### src/rtl/fetch_unit.sv
// Instruction fetch front end. It issues sequential instruction-memory reads
// from a fetch PC and buffers the returned words in a 2-entry FIFO (head plus
// skid) that feeds the decoder. Redirects and reset flush both the FIFO and
// any read still in flight.
//
// Handshake: out_valid means out_instruction/out_pc hold a fetched word. A
// transfer happens on a rising edge where out_valid && out_ready. While
// out_valid=1 and out_ready=0, out_instruction/out_pc do not change.
module fetch_unit #(
  parameter logic [31:0] RESET_PC = 32'h0000_0000,
  parameter int          IMEM_AW  = 15
) (
  input  logic               clk,
  input  logic               rst,
  output logic               imem_en,
  output logic [IMEM_AW-1:0] imem_addr,
  input  logic [31:0]        imem_rdata,
  input  logic               redirect_valid,
  input  logic [31:0]        redirect_pc,
  output logic               out_valid,
  input  logic               out_ready,
  output logic [31:0]        out_instruction,
  output logic [31:0]        out_pc
);

  // PCs are always word aligned, including the one loaded on reset.
  localparam logic [31:0] RESET_PC_ALIGNED = RESET_PC & 32'hFFFF_FFFC;

  logic [31:0] fpc_q, fpc_d;
  logic        inflight_q, inflight_d;
  logic [31:0] inflight_pc_q, inflight_pc_d;
  logic [1:0]  count_q, count_d;
  logic [31:0] head_instr_q, head_instr_d;
  logic [31:0] head_pc_q, head_pc_d;
  logic [31:0] skid_instr_q, skid_instr_d;
  logic [31:0] skid_pc_q, skid_pc_d;

  logic        pop;
  logic        push;
  logic        issue;
  logic [2:0]  occupancy;

  // Issue decision. A read is only issued if, after this cycle's pop, the
  // FIFO still has room for every response that can still arrive.
  always_comb begin
    pop       = (count_q != 2'd0) && out_ready;
    occupancy = {2'b00, inflight_q} + {1'b0, count_q} - {2'b00, pop};
    issue     = !rst && !redirect_valid && (occupancy < 3'd2);
    push      = inflight_q && !redirect_valid;
  end

  assign imem_en         = issue;
  assign imem_addr       = fpc_q[IMEM_AW+1:2];
  assign out_valid       = (count_q != 2'd0);
  assign out_instruction = head_instr_q;
  assign out_pc          = head_pc_q;

  // Next-state: fetch PC, in-flight tag and the head/skid FIFO.
  always_comb begin
    fpc_d         = fpc_q;
    inflight_d    = issue;
    inflight_pc_d = inflight_pc_q;
    count_d       = count_q;
    head_instr_d  = head_instr_q;
    head_pc_d     = head_pc_q;
    skid_instr_d  = skid_instr_q;
    skid_pc_d     = skid_pc_q;

    if (issue) begin
      fpc_d         = fpc_q + 32'd4;
      inflight_pc_d = fpc_q;
    end

    case ({push, pop})
      2'b11: begin
        // Count unchanged; the new word goes behind whatever remains.
        if (count_q == 2'd1) begin
          head_instr_d = imem_rdata;
          head_pc_d    = inflight_pc_q;
        end else begin
          head_instr_d = skid_instr_q;
          head_pc_d    = skid_pc_q;
          skid_instr_d = imem_rdata;
          skid_pc_d    = inflight_pc_q;
        end
      end
      2'b01: begin
        head_instr_d = skid_instr_q;
        head_pc_d    = skid_pc_q;
        count_d      = count_q - 2'd1;
      end
      2'b10: begin
        if (count_q == 2'd0) begin
          head_instr_d = imem_rdata;
          head_pc_d    = inflight_pc_q;
        end else begin
          skid_instr_d = imem_rdata;
          skid_pc_d    = inflight_pc_q;
        end
        count_d = count_q + 2'd1;
      end
      default: ;
    endcase

    // A redirect wins over everything: a handshake this cycle still belongs
    // to the decoder, but all buffered and in-flight words are dropped.
    if (redirect_valid) begin
      count_d = 2'd0;
      fpc_d   = redirect_pc & 32'hFFFF_FFFC;
    end
  end

  // State registers with synchronous reset.
  always_ff @(posedge clk) begin
    if (rst) begin
      fpc_q         <= RESET_PC_ALIGNED;
      inflight_q    <= 1'b0;
      inflight_pc_q <= 32'd0;
      count_q       <= 2'd0;
      head_instr_q  <= 32'd0;
      head_pc_q     <= 32'd0;
      skid_instr_q  <= 32'd0;
      skid_pc_q     <= 32'd0;
    end else begin
      fpc_q         <= fpc_d;
      inflight_q    <= inflight_d;
      inflight_pc_q <= inflight_pc_d;
      count_q       <= count_d;
      head_instr_q  <= head_instr_d;
      head_pc_q     <= head_pc_d;
      skid_instr_q  <= skid_instr_d;
      skid_pc_q     <= skid_pc_d;
    end
  end

endmodule

### config.mk
export PLATFORM = sky130hd
export DESIGN_NAME = fetch_unit
export DESIGN_NICKNAME = d
export VERILOG_FILES = /design/src/rtl/fetch_unit.sv
export SDC_FILE = /design/constraint.sdc
export NUM_CORES = 1
export LEC_CHECK = 0
export CAP_MARGIN = 5
export CORE_MARGIN = 1.5
export CORE_UTILIZATION = 55
export DETAILED_ROUTE_END_ITERATION = 12
export GPL_TIMING_DRIVEN = 0
export HOLD_SLACK_MARGIN = 0.03
export PLACE_DENSITY = 0.79
export SYNTH_ARGS = -nofsm -noshare
export SYNTH_HDL_FRONTEND = slang
export SYNTH_SLANG_ARGS = --single-unit
### constraint.sdc
create_clock -name clk -period 5.67 [get_ports clk]
set_input_delay 0.567 -clock clk [delete_from_list [all_inputs] [get_ports clk]]
set_output_delay 0.567 -clock clk [all_outputs]
set_load 0.01 [all_outputs]
==> metrics.cfg, run 1 <==
[status]
status = finished, final reports clean

[layout]
diodes = 0
area_delta_synth_final_pct = 25.90
final_cell_mix = nand2_1, dfxtp_1, a21oi_1
drive_gt1_share_pct = 6.314
final_net_count = 1330
design_area_um2 = 11200
final_cells = 1483
final_common_cell = nand2_1

[synth]
syn_area_um2 = 8900
synthFlopType = dfxtp_1
yosysWarnings = 0
seq_area_frac_synth_pct = 42.06
ys_types = 53
synth_edf_count = 0
ys_async_sr_fraction_pct = 0
ys_seq_elements = 187
syn_inst = 1091
synth_area_per_cell_um2 = 8.157

[floorplan]
die_area_um2 = 16950
die_y_um = 130.2
core_um2 = 15830
rows = 46
dieWidth_um = 130.2
initial_core_util_pct = 56.23
io_pins = 149

[pwr]
power.density_nw_per_um2 = 279.0
switchingPower_mw = 0.8650
swShare_pct = 27.67
clockPowerShare_pct = 39.1
p_seq_share_pct = 45.4
p_leak_nw = 3.694
comb_power_share_pct = 15.5
intPower_mw = 2.261
power_mw = 3.126
ir_drop_v = 0.0002484

[worst_hold_path]
hp-class = reg2reg
min_from = skid_instr_q[29]
hold_depth = 2

[cts]
insertion_delay_ps = 440
postCtsSetupBuffers = 0
clkSinkCount = 187
cts_hold_buf = 0
cts_tree = yes
cts-buffers-inserted = 17
cts_root_buffer = clkbuf_16
cts_resized = 0
cts_buffer_depth = 2
path_clk_slew_ps = 70
htreeDepth = 4

[global_route]
grt_usage_pct = 30.09
grt_first_pass_wirelength_um = 40150
grt_overflow_total = 0
grt_max_degree = 17
grt_antenna_before_repair = 0
grt_pass1_vias = 8005

[detailed_routing]
avgRoutedWirePerCell_um = 17.33
drt_iter0_drc = 736
vias = 8948
drc = 0
drtAntennaViolNets = 0
dr.pass1.iters = 6
viasPerCell = 6.034
wl_um = 25710

[sta]
fmax_mhz = 207.2
fin_crit_sh_pct = 85.12
tns_ps = 0
min_period_ps = 4826
finalMaxSlewViolations = 0
clock_skew_ps = 8.559
setup_viol = 0
rsz0062_at_grt = no
hold_violations = 0
slew_headroom_pct = 47.57
tightest_slew_ps = 778.2

[placement]
placed_cells = 1451
hpwl_um = 18190
portBuffers = 143
gp_congestion = 0.8453
postPlaceCellArea_um2 = 10610

[critical_path]
max_stage_delay_ps = 640
r2r-start = count_q[1]
cp.arrival_ps = 4260
crit_path_start_kind = flip-flop
worst_r2r_path_depth = 14
endpoint_kind = output port
required_ps = 5100
crit_path_start = count_q[1]
path_cells = inv_1 > ha_1 > nor2b_1 > ha_1 > nand2b_1 > fa_1 > xnor2_1 > nand3_1 > inv_1 > buf_2 > buf_1 > clkdlybuf4s50_1
path_max_fanout = 10
crit_slowest_cell = clkdlybuf4s50_1
critical_path_class = reg2out

[flow_run]
maxCapViolations = 0

==> registers in the layout, summed over array words and instances (netlist names) <==
name,cells
inflight_q,1
count_q,2
fpc_q,30
skid_instr_q,32
out_pc,30
out_instruction,32
inflight_pc_q,30
skid_pc_q,30
==> synth_stat cells, types with 2 or more instances <==
cell type | number | area (um^2)
and2_1 | 3 | 18.77
clkbuf_1 | 78 | 292.8
dfxtp_1 | 187 | 3744
o311ai_0 | 3 | 26.28
o22ai_1 | 10 | 62.56
nor3b_1 | 3 | 22.52
o21ai_0 | 12 | 60.06
mux2_2 | 4 | 45.04
o21a_1 | 2 | 15.01
o211ai_1 | 3 | 22.52
buf_1 | 5 | 18.77
nand3_2 | 3 | 30.03
a221oi_1 | 63 | 551.8
and3_1 | 6 | 37.54
ha_1 | 7 | 87.58
nor4_1 | 2 | 12.51
a22oi_1 | 9 | 67.56
buf_2 | 14 | 70.07
buf_4 | 18 | 135.1
nand2_1 | 205 | 769.5
nand3b_1 | 4 | 30.03
mux2i_1 | 58 | 580.6
nand3_1 | 12 | 60.06
xor2_1 | 12 | 105.1
inv_1 | 10 | 37.54
nand4_1 | 7 | 43.79
nor2_1 | 71 | 266.5
o31a_1 | 2 | 17.52
a211oi_1 | 56 | 420.4
a21oi_1 | 171 | 855.8
nand2b_1 | 4 | 25.02
a31oi_1 | 4 | 25.02
nor3_1 | 13 | 65.06
nor2b_1 | 11 | 68.82
==> worst paths after layout <==
path | endpoint | slack (ps)
worst max-delay path | imem_en | 840
worst min-delay path | skid_instr_q[29] | 460
worst max register to register | inflight_pc_q[2] | 2050
worst min register to register | skid_instr_q[29] | 460
==> critical path, delay by kind of cell, from the launching register on <==
kind                     cells  cell delay (ps)
buffers and inverters        5             1540
XOR/XNOR                     1              210
AND/OR/NAND/NOR              3              690
flip-flops                   1              430
adder cells (fa/ha/maj)      3              940
==> power by group through the flow <==
stage	clock network (mW)	registers [mW]	logic (mW)
6_report	1.22	1.42	0.484
5_1_grt	1.28	1.42	0.525
4_1_cts	1.23	1.42	0.480
3_5_place_dp	0	1.45	0.475
3_3_place_gp	0	1.44	0.468
2_1_floorplan	0	1.44	0.277
==> final cells by class <==
class                      instances  area, um^2
clock inverter                    14       170.2
clock buffer                      18       429.2
tap                              216       270.3
multi-input combinational        780        4606
sequential                       187        3744
timing repair buffer             143        1431
buffer                           115       516.7
inverter                          10       37.54
fill                            1297        4623
==> layer usage <==
metal	vias up	part of all wire [%]	global-route usage, %	wire, um
li1	4243	-	-	-
met1	4240	43	38.68	10950
met2	415	48	50.31	12220
met3	50	7.5	4.715	1925
met4	0	2.3	12.68	603
met5	-	0	0	0
==> cells by family after synthesis <==
| family | share of synthesized area [%] |
|---|---|
| adder cells (fa/ha/maj) | 1.209 |
| flip-flops | 42.06 |
| AO/OA/AOI/OAI | 24.39 |
| XOR/XNOR | 1.279 |
| buffers and inverters | 6.228 |
| multiplexers | 7.029 |
| AND/OR/NAND/NOR | 17.76 |
| other | 0.04214 |
==> stage by stage <==
stage / util (%) / hold slack, ps / setup slack (ps)
5_1_grt: 70.79 / 473.1 / 660.2
6_report: 70.79 / 456.9 / 843.7
3_5_place_dp: 67.00 / 448.7 / 1069
3_3_place_gp: 67.00 / 442.3 / 1080
4_1_cts: 70.79 / 457.5 / 881.1
2_1_floorplan: - / 436.1 / 2505
Note: power is estimated with default switching activity, not from simulation.
==> run 2: changes to the inputs <==
--- a/config.mk
+++ b/config.mk
@@ -8,6 +8,7 @@
 export CAP_MARGIN = 5
 export CORE_MARGIN = 1.5
 export CORE_UTILIZATION = 55
+export CTS_CLUSTER_SIZE = 28
 export DETAILED_ROUTE_END_ITERATION = 12
 export GPL_TIMING_DRIVEN = 0
 export HOLD_SLACK_MARGIN = 0.03
==> results of run 2 <==
The final DEF is identical to that of run 1; final timing and power are the same.
